### config.mk
export PLATFORM = sky130hd
export DESIGN_NAME = instruction_fetch
export DESIGN_NICKNAME = d
export VERILOG_FILES = /design/src/rtl/instruction_fetch.sv
export SDC_FILE = /design/constraint.sdc
export NUM_CORES = 1
export LEC_CHECK = 0
export ABC_AREA = 0
export CAP_MARGIN = 15
export CORE_ASPECT_RATIO = 2
export CORE_MARGIN = 4
export CORE_UTILIZATION = 41
export CTS_BUF_LIST = sky130_fd_sc_hd__clkbuf_4 sky130_fd_sc_hd__clkbuf_8
export CTS_CLUSTER_SIZE = 16
export DETAILED_ROUTE_END_ITERATION = 8
export GPL_TIMING_DRIVEN = 0
export MAX_ROUTING_LAYER = met4
export PLACE_DENSITY = 0.78
export RECOVER_POWER = 50
export SLEW_MARGIN = 20
export SYNTH_ARGS = -nofsm -noshare
export SYNTH_HDL_FRONTEND = slang
export SYNTH_SLANG_ARGS = --single-unit
### constraint.sdc
create_clock -name clk -period 2.48 [get_ports clk]
set_input_delay 0.248 -clock clk [delete_from_list [all_inputs] [get_ports clk]]
set_output_delay 0.248 -clock clk [all_outputs]
set_load 0.05 [all_outputs]
### src/rtl/instruction_fetch.sv
// Instruction fetch unit: reads program memory one word at a time and hands it
// to the decoder through a valid/ready handshake. Supports redirects and parking.
module instruction_fetch #(
    parameter int          AWIDTH   = 15,
    parameter int          DWIDTH   = 32,
    parameter int unsigned RESET_PC = 0
) (
    input  logic              clk,
    input  logic              rst,
    input  logic              en,
    input  logic              jump,
    input  logic [AWIDTH-1:0] jump_addr,
    output logic [AWIDTH-1:0] mem_addr,
    output logic              mem_rd,
    output logic              mem_wr,
    input  logic [DWIDTH-1:0] mem_data,
    output logic [DWIDTH-1:0] instr,
    output logic [AWIDTH-1:0] instr_pc,
    output logic              instr_valid,
    input  logic              instr_ready,
    output logic [15:0]       fetch_count
);

    localparam logic [AWIDTH-1:0] START_PC = AWIDTH'(RESET_PC);

    typedef enum logic [1:0] {IDLE, FETCH, VALID} state_t;

    state_t            state;
    logic [AWIDTH-1:0] pc;
    logic              handshake;

    assign handshake = instr_valid & instr_ready;
    assign mem_addr  = pc;
    assign mem_wr    = 1'b0;

    always_ff @(posedge clk or posedge rst) begin
        if (rst) begin
            state       <= IDLE;
            pc          <= START_PC;
            instr       <= '0;
            instr_pc    <= '0;
            instr_valid <= 1'b0;
            mem_rd      <= 1'b0;
            fetch_count <= '0;
        end else begin
            // An accepted instruction still counts when a redirect lands on the same edge.
            if (handshake && fetch_count != 16'hFFFF)
                fetch_count <= fetch_count + 16'd1;

            if (jump) begin
                pc          <= jump_addr;
                instr_valid <= 1'b0;
                mem_rd      <= en;
                state       <= en ? FETCH : IDLE;
            end else begin
                case (state)
                    IDLE: begin
                        if (en) begin
                            state  <= FETCH;
                            mem_rd <= 1'b1;
                        end
                    end
                    FETCH: begin
                        instr       <= mem_data;
                        instr_pc    <= pc;
                        pc          <= pc + AWIDTH'(1);
                        instr_valid <= 1'b1;
                        mem_rd      <= 1'b0;
                        state       <= VALID;
                    end
                    VALID: begin
                        if (handshake) begin
                            instr_valid <= 1'b0;
                            mem_rd      <= en;
                            state       <= en ? FETCH : IDLE;
                        end
                    end
                    default: begin
                        state       <= IDLE;
                        instr_valid <= 1'b0;
                        mem_rd      <= 1'b0;
                    end
                endcase
            end
        end
    end

endmodule

==> impl_metrics.yaml <==
floorplan:
  die_w_um: 73.41
  die_area_um2: 10190
  initial_utilization_pct: 42.31
  core_region_area_um2: 8292
  core.rowCount: 47
  io_pins: 133
  die_h_um: 138.8
critical_path:
  worstPathArrival_ns: 1.77
  worst-path-max-fanout: 9
  max_stage_delay_ns: 0.89
  cp-start-kind: "flop"
  critPathTopFamily: "buffers and inverters"
  end_kind: "primary output"
  crit_chain: "clkdlybuf4s50_1"
  worstReg2RegStart: "state[0]$_DFFE_PP0P_"
  reg2reg_setup_slack_ns: 0.53
  critPathKind: "flop to primary output"
  worst_r2r_endpoint: "instr_pc[3]$_DFFE_PP0P_"
  slowest_stage: "clkdlybuf4s50_1"
  crit_buf_inv: 1
  worstPathRequired_ns: 2.23
  r2r_cells: 6
synthesis:
  ys_warn_count: 0
  ys_types: 39
  syn_nets: 330
  synthFlopType: "dfrtp_1"
  syn_area_per_cell_um2: 12.71
  netlist_instances: 276
  synth_edf_count: 0
  synth-async-reset-ratio_pct: 100.0
  ys_seq_area_share_pct: 58.49
  synth-seq-cells: 82
  syn-cell-area_um2: 3508
global_routing:
  grt_pass1_wl_um: 14580
  grt_pass1_vias: 2942
  grt_overflow: 0
  antenna_found_initial: 0
  grt_start_max_net_pins: 59
  grtUsageTotal_pct: 19.25
drt:
  wl_met3_um: 470
  final_antenna_net_count: 0
  drc: 0
  wire_per_inst_um: 17.37
  drt_iter0_markers: 113
  drtPass1Iterations: 4
  top_layer: "met4"
  m1WireLength_um: 3227
  met2WireLength_um: 5070
  num_vias: 2647
  drt-total-wl_um: 9069
  routed_via_density: 5.071
min_path:
  holdCritStartpoint: "jump_addr[12]"
  min_to: "mem_addr[12]$_DFFE_PP0P_"
  min_path_type: "input port to flop"
  hold_depth: 3
sta:
  period_share_pct: 81.19
  finalSetupTns_ns: 0
  maxSlewHeadroom_pct: 24.12
  fmax_ghz: 0.4966
  worst_pin_slew_ns: 1.132
  setup_viol: 0
  fin_skew_ns: 0.01369
  min_period_ns: 2.014
  finalHoldViolations: 0
  worst_slack_ns: 0.4665
  rsz0062_at_grt: "false"
  drv_slew: 0
clock_network:
  htree_levels: 3
  cts_sinks: 82
  cts_hold_buf: 0
  worstSkewPairLatency_ns: 0.36
  clk_pin_slew_ns: 0.09
  cts_setup_buffers: 0
  clockBufferDepth: 2
  cts_tree: "yes"
  cts_root_buf: "clkbuf_8"
  cts_buffers: 9
  post_cts_resized: 0
place:
  preCtsSetupSlack_ns: 0.4519
  dp_hpwl_um: 6910
  portBuffers: 131
  gp_congestion: 0.7995
pwr:
  p_leak_nw: 2.167
  peakVddDrop_mv: 0.7217
  p_per_area_nw_per_um2: 950.5
  total_power_mw: 4.915
finish:
  drive_above_1_share_pct: 17.45
  num_antenna_cells: 0
  area_growth_pct: 47.40
  final_util_pct: 62.37
  fin_nets: 473
outcome:
  status: "complete, no violations"
job:
  drv_cap: 0
-- routing by layer --
metal / track usage (%) / vias up
met5: - / -
met4: 9.169 / 0
met3: 4.427 / 20
met2: 33.68 / 83
met1: 19.46 / 1289
li1: - / 1255
-- sequential cells by signal, summed over array words and instances (netlist names) --
name         flops
fetch_count     16
mem_rd           1
instr_valid      1
instr_pc        15
instr           32
mem_addr        15
state            2
-- cells in the final DEF, fill, tap and decap left out, types with 6 or more instances in the layout --
cell and instances:
clkbuf_1 6, clkbuf_8 9, clkdlybuf4s50_1 129, dfrtp_1 82, mux2_2 47, nand2_1 24, nand3_1 9, nand4_1 12
o21ai_0 17, xnor2_1 11, xor2_1 17
-- report_power, final --
| part | leakage (nW) | switching [mW] | internal, mW |
|---|---|---|---|
| combinational | 1.04 | 1.25 | 0.738 |
| sequential | 1.01 | 0.202 | 1.60 |
| clock | 0.117 | 0.533 | 0.588 |
-- stage by stage --
| step | area, um^2 | std cells | hold slack [ns] |
|---|---|---|---|
| 5_1_grt | 5171 | 522 | 0.4453 |
| 6_report | 5171 | 522 | 0.4430 |
| 4_1_cts | 5202 | 522 | 0.2194 |
| 3_5_place_dp | 4972 | 506 | 0.4945 |
| 3_3_place_gp | 4942 | 505 | 0.4875 |
| 2_1_floorplan | 3508 | 276 | 0.3690 |
-- cells by family (layout without fill, tap and decap cells) --
family / count (synthesis) / count (layout) / share of synthesized area [%]
AO/OA/AOI/OAI: 27 / 27 / 4.815
AND/OR/NAND/NOR: 73 / 73 / 11.23
flip-flops: 82 / 82 / 58.49
adder cells (fa/ha/maj): 2 / 2 / 0.7132
other: 1 / 1 / 0.1069
XOR/XNOR: 28 / 28 / 6.990
buffers and inverters: 14 / 162 / 1.854
multiplexers: 49 / 49 / 15.80
-- how the worst max path moves through the flow --
stage | startpoint | endpoint | slack [ns] | cells after the start
final | mem_addr[6]$_DFFE_PP0P_ | mem_addr[6] | 0.47 | 1
after global routing | rst | instr[8]$_DFFE_PP0P_ | 0.21 | 3
after CTS | mem_addr[6]$_DFFE_PP0P_ | mem_addr[6] | 0.45 | 1
after detailed placement | jump | instr_pc[9]$_DFFE_PP0P_ | 0.45 | 5
after global placement | rst | instr[15]$_DFFE_PP0P_ | -1.17 | 2
after floorplan | rst | fetch_count[0]$_DFFE_PP0P_ | 0.12 | 1
-- area by class of cell --
class	count	area (um^2)
plain buffers	12	55.05
clock inverters	7	106.4
flip-flops and latches	82	2052
repair buffers	132	1319
multi-input cells	180	1384
well taps	98	122.6
inverters	2	8.758
clock buffers	9	123.9
fillers	680	3120
-- synth_stat cells (3+ instances only) --
cell       n  area (um^2)
and3_1     5        31.28
nand4_1   12        75.07
nand2_1   24        90.09
buf_2      6        30.03
o21ai_0   17        85.08
xor2_1    17        148.9
nand3_1    9        45.04
and4_1     3        26.28
mux2_2    47        529.3
a21oi_1    3        15.01
dfrtp_1   82         2052
xnor2_1   11        96.34
nor2_1     5        18.77
nor3_1     3        15.01
clkbuf_1   4        15.01
Power figures use the tool's default switching activity.
